<file path="src/rtl/duc_pkg.sv">
// Shared definitions for the transmit up-converter: FSM encoding, default NCO word,
// and the saturating negate used by the quadrant mixer.
package duc_pkg;

   typedef enum logic [1:0] {
      StIdle  = 2'd0,
      StPrime = 2'd1,
      StRun   = 2'd2,
      StDrain = 2'd3
   } duc_state_e;

   localparam logic [27:0] FCW_50M = 28'h4000000;

   // Two's-complement negate that clamps -32768 to +32767 instead of wrapping.
   function automatic logic [15:0] sat_neg(input logic [15:0] x);
      if (x == 16'h8000) begin
         return 16'h7fff;
      end
      return (~x) + 16'd1;
   endfunction

endpackage

</file>
<file path="src/rtl/duc_fifo.sv">
// Synchronous FIFO with occupancy output and a synchronous flush.
// Depth must be a power of two so the pointers wrap naturally.
module duc_fifo #(
   parameter int unsigned DEPTH = 4,
   parameter int unsigned WIDTH = 32
) (
   input  logic                       i_clk,
   input  logic                       i_rst,
   input  logic                       i_flush,
   input  logic                       i_push,
   input  logic [WIDTH-1:0]           i_wdata,
   input  logic                       i_pop,
   output logic [WIDTH-1:0]           o_rdata,
   output logic                       o_full,
   output logic                       o_empty,
   output logic [$clog2(DEPTH):0]     o_level
);

   localparam int unsigned AW = $clog2(DEPTH);

   logic [WIDTH-1:0] r_mem [DEPTH];
   logic [AW-1:0]    r_wptr;
   logic [AW-1:0]    r_rptr;
   logic [AW:0]      r_level;
   logic             w_push;
   logic             w_pop;

   assign o_full  = (r_level == (AW+1)'(DEPTH));
   assign o_empty = (r_level == '0);
   assign o_level = r_level;
   assign o_rdata = r_mem[r_rptr];

   // A push into a full FIFO is legal when the same cycle also pops.
   assign w_pop  = i_pop && !o_empty;
   assign w_push = i_push && (!o_full || w_pop);

   always_ff @(posedge i_clk) begin
      if (w_push) begin
         r_mem[r_wptr] <= i_wdata;
      end
   end

   always_ff @(posedge i_clk) begin
      if (i_rst || i_flush) begin
         r_wptr  <= '0;
         r_rptr  <= '0;
         r_level <= '0;
      end else begin
         if (w_push) begin
            r_wptr <= r_wptr + 1'b1;
         end
         if (w_pop) begin
            r_rptr <= r_rptr + 1'b1;
         end
         if (w_push && !w_pop) begin
            r_level <= r_level + 1'b1;
         end else if (w_pop && !w_push) begin
            r_level <= r_level - 1'b1;
         end
      end
   end

endmodule

</file>
<file path="src/rtl/duc_iq.sv">
// Transmit DUC: buffers baseband I/Q, zero-order-holds each sample for INTERP cycles and
// mixes it to a real IF with a quadrant NCO. Exports the held baseband for loopback.
module duc_iq
   import duc_pkg::*;
#(
   parameter int unsigned INTERP     = 4,
   parameter int unsigned FIFO_DEPTH = 4
) (
   input  logic         clk_200m,
   input  logic         cfg_rst,
   input  logic         dac_txenable,
   input  logic [27:0]  fcw_data,
   input  logic         s_valid,
   output logic         s_ready,
   input  logic [15:0]  s_i,
   input  logic [15:0]  s_q,
   output logic [15:0]  dac_data,
   output logic         dac_valid,
   output logic [31:0]  loop_data,
   output logic         underflow,
   output logic [127:0] duc_iq_debug
);

   localparam int unsigned LW       = $clog2(FIFO_DEPTH) + 1;
   localparam logic [3:0]  CNT_LAST = 4'(INTERP - 1);

   duc_state_e   r_state;
   logic [3:0]   r_cnt;
   logic [27:0]  r_phase;
   logic [15:0]  r_hold_i;
   logic [15:0]  r_hold_q;
   logic [15:0]  r_dac_data;
   logic         r_dac_valid;
   logic [31:0]  r_loop_data;
   logic         r_underflow;

   logic         w_push;
   logic         w_pop;
   logic         w_flush;
   logic         w_full;
   logic         w_empty;
   logic [LW-1:0] w_level;
   logic [31:0]  w_head;
   logic         w_go;
   logic         w_last;
   logic [15:0]  w_mix;

   assign s_ready = !cfg_rst && (r_state != StDrain) && !w_full;
   assign w_push  = s_valid && s_ready;
   assign w_go    = (w_level >= LW'(2)) || w_full;
   assign w_last  = (r_cnt == CNT_LAST);
   assign w_flush = (r_state == StDrain);
   assign w_pop   = dac_txenable && (((r_state == StPrime) && w_go) ||
                                     ((r_state == StRun) && w_last));

   duc_fifo #(
      .DEPTH (FIFO_DEPTH),
      .WIDTH (32)
   ) u_fifo (
      .i_clk   (clk_200m),
      .i_rst   (cfg_rst),
      .i_flush (w_flush),
      .i_push  (w_push),
      .i_wdata ({s_i, s_q}),
      .i_pop   (w_pop),
      .o_rdata (w_head),
      .o_full  (w_full),
      .o_empty (w_empty),
      .o_level (w_level)
   );

   // Quadrant mixer: multiply by cos/sin sampled at 0, 90, 180, 270 degrees.
   always_comb begin
      w_mix = r_hold_i;
      unique case (r_phase[27:26])
         2'd0: w_mix = r_hold_i;
         2'd1: w_mix = sat_neg(r_hold_q);
         2'd2: w_mix = sat_neg(r_hold_i);
         2'd3: w_mix = r_hold_q;
      endcase
   end

   always_ff @(posedge clk_200m) begin
      if (cfg_rst) begin
         r_state     <= StIdle;
         r_cnt       <= '0;
         r_phase     <= '0;
         r_hold_i    <= '0;
         r_hold_q    <= '0;
         r_dac_data  <= '0;
         r_dac_valid <= 1'b0;
         r_loop_data <= '0;
         r_underflow <= 1'b0;
      end else begin
         unique case (r_state)
            StIdle: begin
               r_phase     <= '0;
               r_cnt       <= '0;
               r_dac_data  <= '0;
               r_dac_valid <= 1'b0;
               r_loop_data <= '0;
               if (dac_txenable) begin
                  r_state <= StPrime;
               end
            end
            StPrime: begin
               r_dac_data  <= '0;
               r_dac_valid <= 1'b0;
               r_loop_data <= '0;
               if (!dac_txenable) begin
                  r_state <= StIdle;
               end else if (w_go) begin
                  r_state  <= StRun;
                  r_hold_i <= w_head[31:16];
                  r_hold_q <= w_head[15:0];
                  r_phase  <= '0;
                  r_cnt    <= '0;
               end
            end
            StRun: begin
               r_dac_data  <= w_mix;
               r_dac_valid <= 1'b1;
               r_loop_data <= {r_hold_i, r_hold_q};
               if (!dac_txenable) begin
                  r_state <= StDrain;
                  r_cnt   <= '0;
               end else begin
                  r_phase <= r_phase + fcw_data;
                  r_cnt   <= w_last ? 4'd0 : r_cnt + 4'd1;
                  if (w_last) begin
                     if (w_empty) begin
                        r_hold_i    <= '0;
                        r_hold_q    <= '0;
                        r_underflow <= 1'b1;
                     end else begin
                        r_hold_i <= w_head[31:16];
                        r_hold_q <= w_head[15:0];
                     end
                  end
               end
            end
            StDrain: begin
               r_dac_data  <= '0;
               r_dac_valid <= 1'b1;
               r_loop_data <= '0;
               r_cnt       <= w_last ? 4'd0 : r_cnt + 4'd1;
               if (w_last) begin
                  r_state <= StIdle;
               end
            end
         endcase
      end
   end

   assign dac_data  = r_dac_data;
   assign dac_valid = r_dac_valid;
   assign loop_data = r_loop_data;
   assign underflow = r_underflow;

   assign duc_iq_debug = {r_state, r_cnt, 5'(w_level), r_phase, r_hold_i, r_hold_q,
                          r_dac_data, 41'd0};

endmodule

</file>
<file path="config.mk">
export PLATFORM = sky130hd
export DESIGN_NAME = duc_iq
export DESIGN_NICKNAME = d
export VERILOG_FILES = /design/src/rtl/duc_pkg.sv /design/src/rtl/duc_fifo.sv /design/src/rtl/duc_iq.sv
export SDC_FILE = /design/constraint.sdc
export NUM_CORES = 1
export LEC_CHECK = 0
export ABC_AREA = 1
export CAP_MARGIN = 10
export CORE_MARGIN = 2
export CORE_UTILIZATION = 45
export CTS_CLUSTER_DIAMETER = 80
export CTS_CLUSTER_SIZE = 20
export DETAILED_ROUTE_END_ITERATION = 6
export PLACE_DENSITY = 0.78
export SLEW_MARGIN = 20
export SYNTH_ARGS = -nofsm -noshare
export SYNTH_HDL_FRONTEND = slang
export SYNTH_SLANG_ARGS = --single-unit
</file>
<file path="constraint.sdc">
create_clock -name clk_200m -period 2.9 [get_ports clk_200m]
set_input_delay 0.58 -clock clk_200m [delete_from_list [all_inputs] [get_ports clk_200m]]
set_output_delay 0.58 -clock clk_200m [all_outputs]
set_load 0.01 [all_outputs]
</file>
==> results of run 1 <==
-- cell usage in the layout, fill, tap and decap left out, drive strengths merged, types with 32 or more instances in the layout --
cell,n
a21oi,111
nand2,288
ha,40
inv,163
conb,43
o32ai,32
nand3,84
nor2,203
edfxtp,128
clkdlybuf4s50,199
o21ai,162
dfxtp,125
-- stage by stage --
stage / area (sq um) / instances / hold WS [ns] / util (%)
finish: 15700 / 2084 / 0.483 / 55.1
global route: 15700 / 2084 / 0.503 / 55.1
CTS: 15700 / 2082 / 0.486 / 55.0
detailed placement: 15100 / 2048 / 0.472 / 52.9
global placement: 15100 / 2048 / 0.456 / 52.9
floorplan: 13100 / 1553 / 0.436 / -
-- final cells by class --
| class | count | area (sq um) | area share (%) |
|---|---|---|---|
| diodes | 2 | 5.00 | 0.0318 |
| clock buffers | 25 | 498 | 3.17 |
| well taps | 384 | 480 | 3.06 |
| multi-input cells | 1028 | 5440 | 34.6 |
| flip-flops and latches | 253 | 6350 | 40.4 |
| inverters | 160 | 603 | 3.84 |
| repair buffers | 223 | 2250 | 14.3 |
| clock inverters | 9 | 101 | 0.645 |
-- state kept, by name, summed over array words and instances, names as in the netlist, named ones only --
name / flops
dac_data: 16
loop_data: 32
r_phase: 28
u_fifo.r_wptr: 2
u_fifo.r_rptr: 2
r_cnt: 4
u_fifo.r_mem: 128
r_hold_i: 16
u_fifo.o_level: 3
underflow: 1
r_state: 1
r_hold_q: 16
dac_valid: 1
-- cells by family (layout without fill, tap and decap cells) --
kind of cell    count (synthesis)  count (layout)  share of synthesized area [%]
xor+xnor                       22              22                           1.49
compound gates                313             313                           14.6
other cells                     1              45                         0.0289
flops                         253             253                           49.0
simple gates                  608             608                           20.4
fa+ha+maj                      42              42                           4.17
buf+inv                       272             417                           10.4
-- worst max-delay path: cells and delay by family (launching register included) --
kind,cells,cell delay (ns)
AO/OA/AOI/OAI,1,0.30
adder cells (fa/ha/maj),1,0.29
buffers and inverters,1,0.60
flip-flops,1,0.36
-- layer usage --
| metal | part of all wire (%) | global-route usage, % | vias to the layer above | wire length [um] |
|---|---|---|---|---|
| met1 | 43 | 28.9 | 5054 | 14900 |
| met5 | 0 | 0 | - | 0 |
| met2 | 47 | 37.3 | 400 | 16200 |
| met4 | 5.0 | 10.5 | 0 | 1720 |
| li1 | - | - | 5303 | - |
| met3 | 5.5 | 2.68 | 86 | 1910 |
-- Yosys cell counts (all sizes together), types with 3 or more instances --
cell type	n	area share, %
nor2	203	6.4
a31oi	3	0.14
ha	40	3.9
nand2	288	8.7
nand3b	3	0.17
and2	3	0.14
edfxtp	128	30
nand4	15	0.72
o21ai	162	6.4
inv	160	4.7
nor3	8	0.50
o32ai	32	2.2
clkbuf	26	0.75
buf	86	5.0
a21oi	111	5.6
dfxtp	125	19
xor2	20	1.4
nand3	84	3.5
-- final timing paths --
check	slack (ns)	from	depth (start not counted)	to
worst max-delay path	0.25	r_state[0]$_SDFFE_PP0P_	3	s_ready
worst max register to register	0.43	r_state[0]$_SDFFE_PP0P_	10	u_fifo.o_level[1]$_SDFFE_PP0P_
worst min register to register	0.48	u_fifo.r_rptr[1]$_SDFFE_PP0P_	2	flop
worst min-delay path	0.48	u_fifo.r_rptr[1]$_SDFFE_PP0P_	2	flop
-- power breakdown --
group          switching [mW]  total, mW  internal (mW)  leakage [nW]
clock                    1.35       2.62           1.27         0.288
combinational           0.753       1.21          0.453          3.77
sequential             0.0862       3.94           3.85          2.17
==> flow_summary.json, run 1 <==
{
  "status": "finished clean",
  "ant_nets": 0,
  "cts_tree": "done",
  "dp_slack_ns": 0.0644,
  "cpPeakStageDelay_ns": 0.60,
  "wl_per_cell_um": 16.6,
  "rows": 62,
  "grt_pass1_wl_um": 54000,
  "place_hpwl_um": 24800,
  "crit_fanout": 5,
  "fmax_ghz": 0.377,
  "start_util_pct": 45.4,
  "post-route-min-period_ns": 2.65,
  "overflow": 0,
  "cts.repair.resized": 0,
  "required_ns": 2.32,
  "cts-root-buf": "clkbuf_16",
  "fp.coreArea_sq_mm": 0.0285,
  "fin_nets": 1791,
  "finalPower_mw": 7.77,
  "synth_cells": 1511,
  "syn_area_sq_mm": 0.0130,
  "skew_ns": 0.0194,
  "finalHoldViolCount": 0,
  "power.density_mw_per_mm2": 494,
  "fp.dieH_um": 174,
  "tightest_slew_ns": 0.755,
  "ys_seq_elements": 253,
  "hold_path_class": "flop to flop",
  "drc": 0,
  "peakVddDrop_v": 0.000450,
  "viasPerCell": 5.20,
  "grt_use_total_pct": 22.3,
  "io_pins": 243,
  "p_leak_nw": 6.23,
  "clk_latency_ns": 0.53,
  "path_class": "flop to output port",
  "cts.sinks": 253,
  "ctsHoldBuffers": 0,
  "maxSlewViolCount": 0,
  "dieArea_sq_mm": 0.0302,
  "fp.dieW_um": 174,
  "htree_num_levels": 1,
  "slowest_stage": "clkdlybuf4s50_1",
  "area_growth_pct": 21.3,
  "port_buffers": 199,
  "setup_tns_ns": 0,
  "arrival_ns": 2.07,
  "end_kind": "output port",
  "vias": 10800,
  "cts_buffer_depth": 3,
  "cp-start-kind": "flop",
  "antenna_found_initial": 3,
  "ys_types": 45,
  "setup_viol": 0,
  "drt_iter0_drc": 894,
  "gp_congestion": 0.949,
  "synthArstFlopShare_pct": 0,
  "cts_inserted_buffers": 19,
  "syn_avg_cell_area_sq_um": 8.58,
  "worst_slack_ns": 0.250,
  "synth_flop_cell": "edfxtp_1",
  "grt_setup_unrepaired": "false",
  "final_layout_size_suffix_gt1_share_pct": 9.19,
  "postCtsSetupBuffers": 0,
  "synth-edff-count": 128,
  "relSlewSlack_pct": 49.5,
  "clk_pin_slew_ns": 0.08,
  "period_share_pct": 91.4,
  "grt_max_degree": 65,
  "firstDrtPassIters": 7,
  "finalWirelength_um": 34700,
  "seq_area_frac_synth_pct": 49.0,
  "cap_violations": 0,
  "worstPathCellList": "ha_1, a211oi_1, clkdlybuf4s50_1",
  "fillers": 2583,
  "yosys_warnings": 0,
  "grt_pass1_vias": 10400
}
Note: power is estimated with default switching activity, not from simulation.
==> run 2: changes to the inputs <==
--- a/config.mk
+++ b/config.mk
@@ -10,7 +10,7 @@
 export CORE_MARGIN = 2
 export CORE_UTILIZATION = 45
 export CTS_CLUSTER_DIAMETER = 80
-export CTS_CLUSTER_SIZE = 20
+export CTS_CLUSTER_SIZE = 40
 export DETAILED_ROUTE_END_ITERATION = 6
 export PLACE_DENSITY = 0.78
 export SLEW_MARGIN = 20
==> run 2 against run 1 <==
Setup slack better by 0.015 ns; critical path depth did not move; largest cell class unchanged; critical endpoint unchanged; clock skew grew 0.050 ns; worst hold slack better by 0.0055 ns.
==> flow_summary.json, run 2 (synthesis results as in run 1) <==
{
  "cts-root-buf": "clkbuf_16",
  "finalHoldViolCount": 0,
  "slowest_stage": "clkdlybuf4s50_1",
  "port_buffers": 199,
  "clk_latency_ns": 0.54,
  "rows": 62,
  "final_cell_count_no_fill": 2076,
  "ff2ff_path_depth": 10,
  "worst_slack_ns": 0.265,
  "start_util_pct": 45.4,
  "cts_inserted_buffers": 15,
  "clk_pin_slew_ns": 0.07,
  "cts.sinks": 253,
  "final_common_cell": "nand2_1",
  "fp.dieH_um": 174,
  "fin_nets": 1787,
  "htree_num_levels": 1,
  "worstPathCellList": "ha_1, a211oi_1, clkdlybuf4s50_1",
  "power.density_mw_per_mm2": 482,
  "hold_path_class": "flop to flop",
  "ant_nets": 0,
  "post-route-min-period_ns": 2.64,
  "io_pins": 243,
  "required_ns": 2.32,
  "cap_violations": 0,
  "grt_use_total_pct": 22.1,
  "tightest_slew_ns": 0.754,
  "fp.dieW_um": 174,
  "p_leak_nw": 6.19,
  "grt_setup_unrepaired": "false",
  "ff2ff_setup_slack_ns": 0.48,
  "setup_viol": 0,
  "r2r-end": "u_fifo.o_level[1]$_SDFFE_PP0P_",
  "end_kind": "output port",
  "place_hpwl_um": 24800,
  "gp_congestion": 0.949,
  "vias": 10800,
  "dp_slack_ns": 0.0644,
  "viasPerCell": 5.21,
  "finalWirelength_um": 34300,
  "mostFrequentLayoutCells": "nand2_1, clkdlybuf4s50_1, nor2_1, inv_1, edfxtp_1",
  "cpPeakStageDelay_ns": 0.60,
  "dieArea_sq_mm": 0.0302,
  "final_layout_size_suffix_gt1_share_pct": 9.11,
  "rr_startpoint": "r_state[0]$_SDFFE_PP0P_",
  "maxSlewViolCount": 0,
  "postCtsSetupBuffers": 0,
  "cts_tree": "done",
  "firstDrtPassIters": 5,
  "ctsHoldBuffers": 0,
  "grt_pass1_vias": 10200,
  "wl_per_cell_um": 16.5,
  "status": "finished clean",
  "path_class": "flop to output port",
  "fp.coreArea_sq_mm": 0.0285,
  "crit_start": "r_state[0]$_SDFFE_PP0P_",
  "crit_end": "s_ready",
  "overflow": 0,
  "cts.repair.resized": 0,
  "fmax_ghz": 0.379,
  "grt_pass1_wl_um": 53700,
  "period_share_pct": 90.9,
  "skew_ns": 0.0698,
  "largest_register": "u_fifo.r_mem",
  "arrival_ns": 2.06,
  "area_growth_pct": 20.7,
  "cts_buffer_depth": 3,
  "drt_iter0_drc": 968,
  "drc": 0,
  "grt_max_degree": 65,
  "dp_cells": 2048,
  "relSlewSlack_pct": 49.5,
  "antenna_found_initial": 3,
  "peakVddDrop_v": 0.000521,
  "largest_reg_flops": 128,
  "crit_fanout": 5,
  "cp-start-kind": "flop"
}
run 2: how the worst min path moves through the flow:
| stage | startpoint | end | depth (start not counted) |
|---|---|---|---|
| final | r_phase[11]$_SDFFE_PP0P_ | r_phase[11]$_SDFFE_PP0P_ | 2 |
| after global routing | r_phase[10]$_SDFFE_PP0P_ | r_phase[10]$_SDFFE_PP0P_ | 2 |
| after CTS | u_fifo.r_rptr[1]$_SDFFE_PP0P_ | u_fifo.r_rptr[1]$_SDFFE_PP0P_ | 2 |
| after detailed placement | u_fifo.r_rptr[1]$_SDFFE_PP0P_ | u_fifo.r_rptr[1]$_SDFFE_PP0P_ | 2 |
| after global placement | u_fifo.r_rptr[1]$_SDFFE_PP0P_ | u_fifo.r_rptr[1]$_SDFFE_PP0P_ | 2 |
| after floorplan | u_fifo.r_rptr[1]$_SDFFE_PP0P_ | flop | 2 |
run 2: through the flow:
| stage | setup TNS (ns) | total power [mW] | area (sq um) | util, % | hold WS [ns] |
|---|---|---|---|---|---|
| after global routing | 0 | 7.83 | 15600 | 54.8 | 0.504 |
| after floorplan | -37.51 | 4.84 | 13100 | - | 0.436 |
| final | 0 | 7.53 | 15600 | 54.8 | 0.488 |
| after global placement | 0 | 5.19 | 15100 | 52.9 | 0.456 |
| after detailed placement | 0 | 5.21 | 15100 | 52.9 | 0.472 |
| after CTS | 0 | 7.59 | 15600 | 54.8 | 0.491 |
run 2: critical path, delay by kind of cell, from the launching register on:
kind	cells	cell delay, ns
compound gates	1	0.32
flops	1	0.36
fa+ha+maj	1	0.29
buf+inv	1	0.60
run 2: power by group:
part | switching (mW) | internal [mW] | total [mW]
combinational | 0.754 | 0.454 | 1.21
sequential | 0.0854 | 3.85 | 3.94
clock | 1.31 | 1.08 | 2.39
total | 2.15 | 5.39 | 7.53
run 2: layout make-up:
type / instances / area [sq um]
fill: 2593 / 12900
antenna: 2 / 5.00
clock inverter: 9 / 118
clock buffer: 17 / 404
multi-input combinational: 1028 / 5440
tap: 384 / 480
sequential: 253 / 6350
inverter: 160 / 603
timing repair buffer: 223 / 2250
run 2: routing by layer:
| layer | routed length (um) | track usage, % |
|---|---|---|
| met5 | 0 | 0 |
| met1 | 14400 | 28.9 |
| met2 | 15900 | 36.6 |
| met4 | 1710 | 10.3 |
| met3 | 2260 | 2.83 |
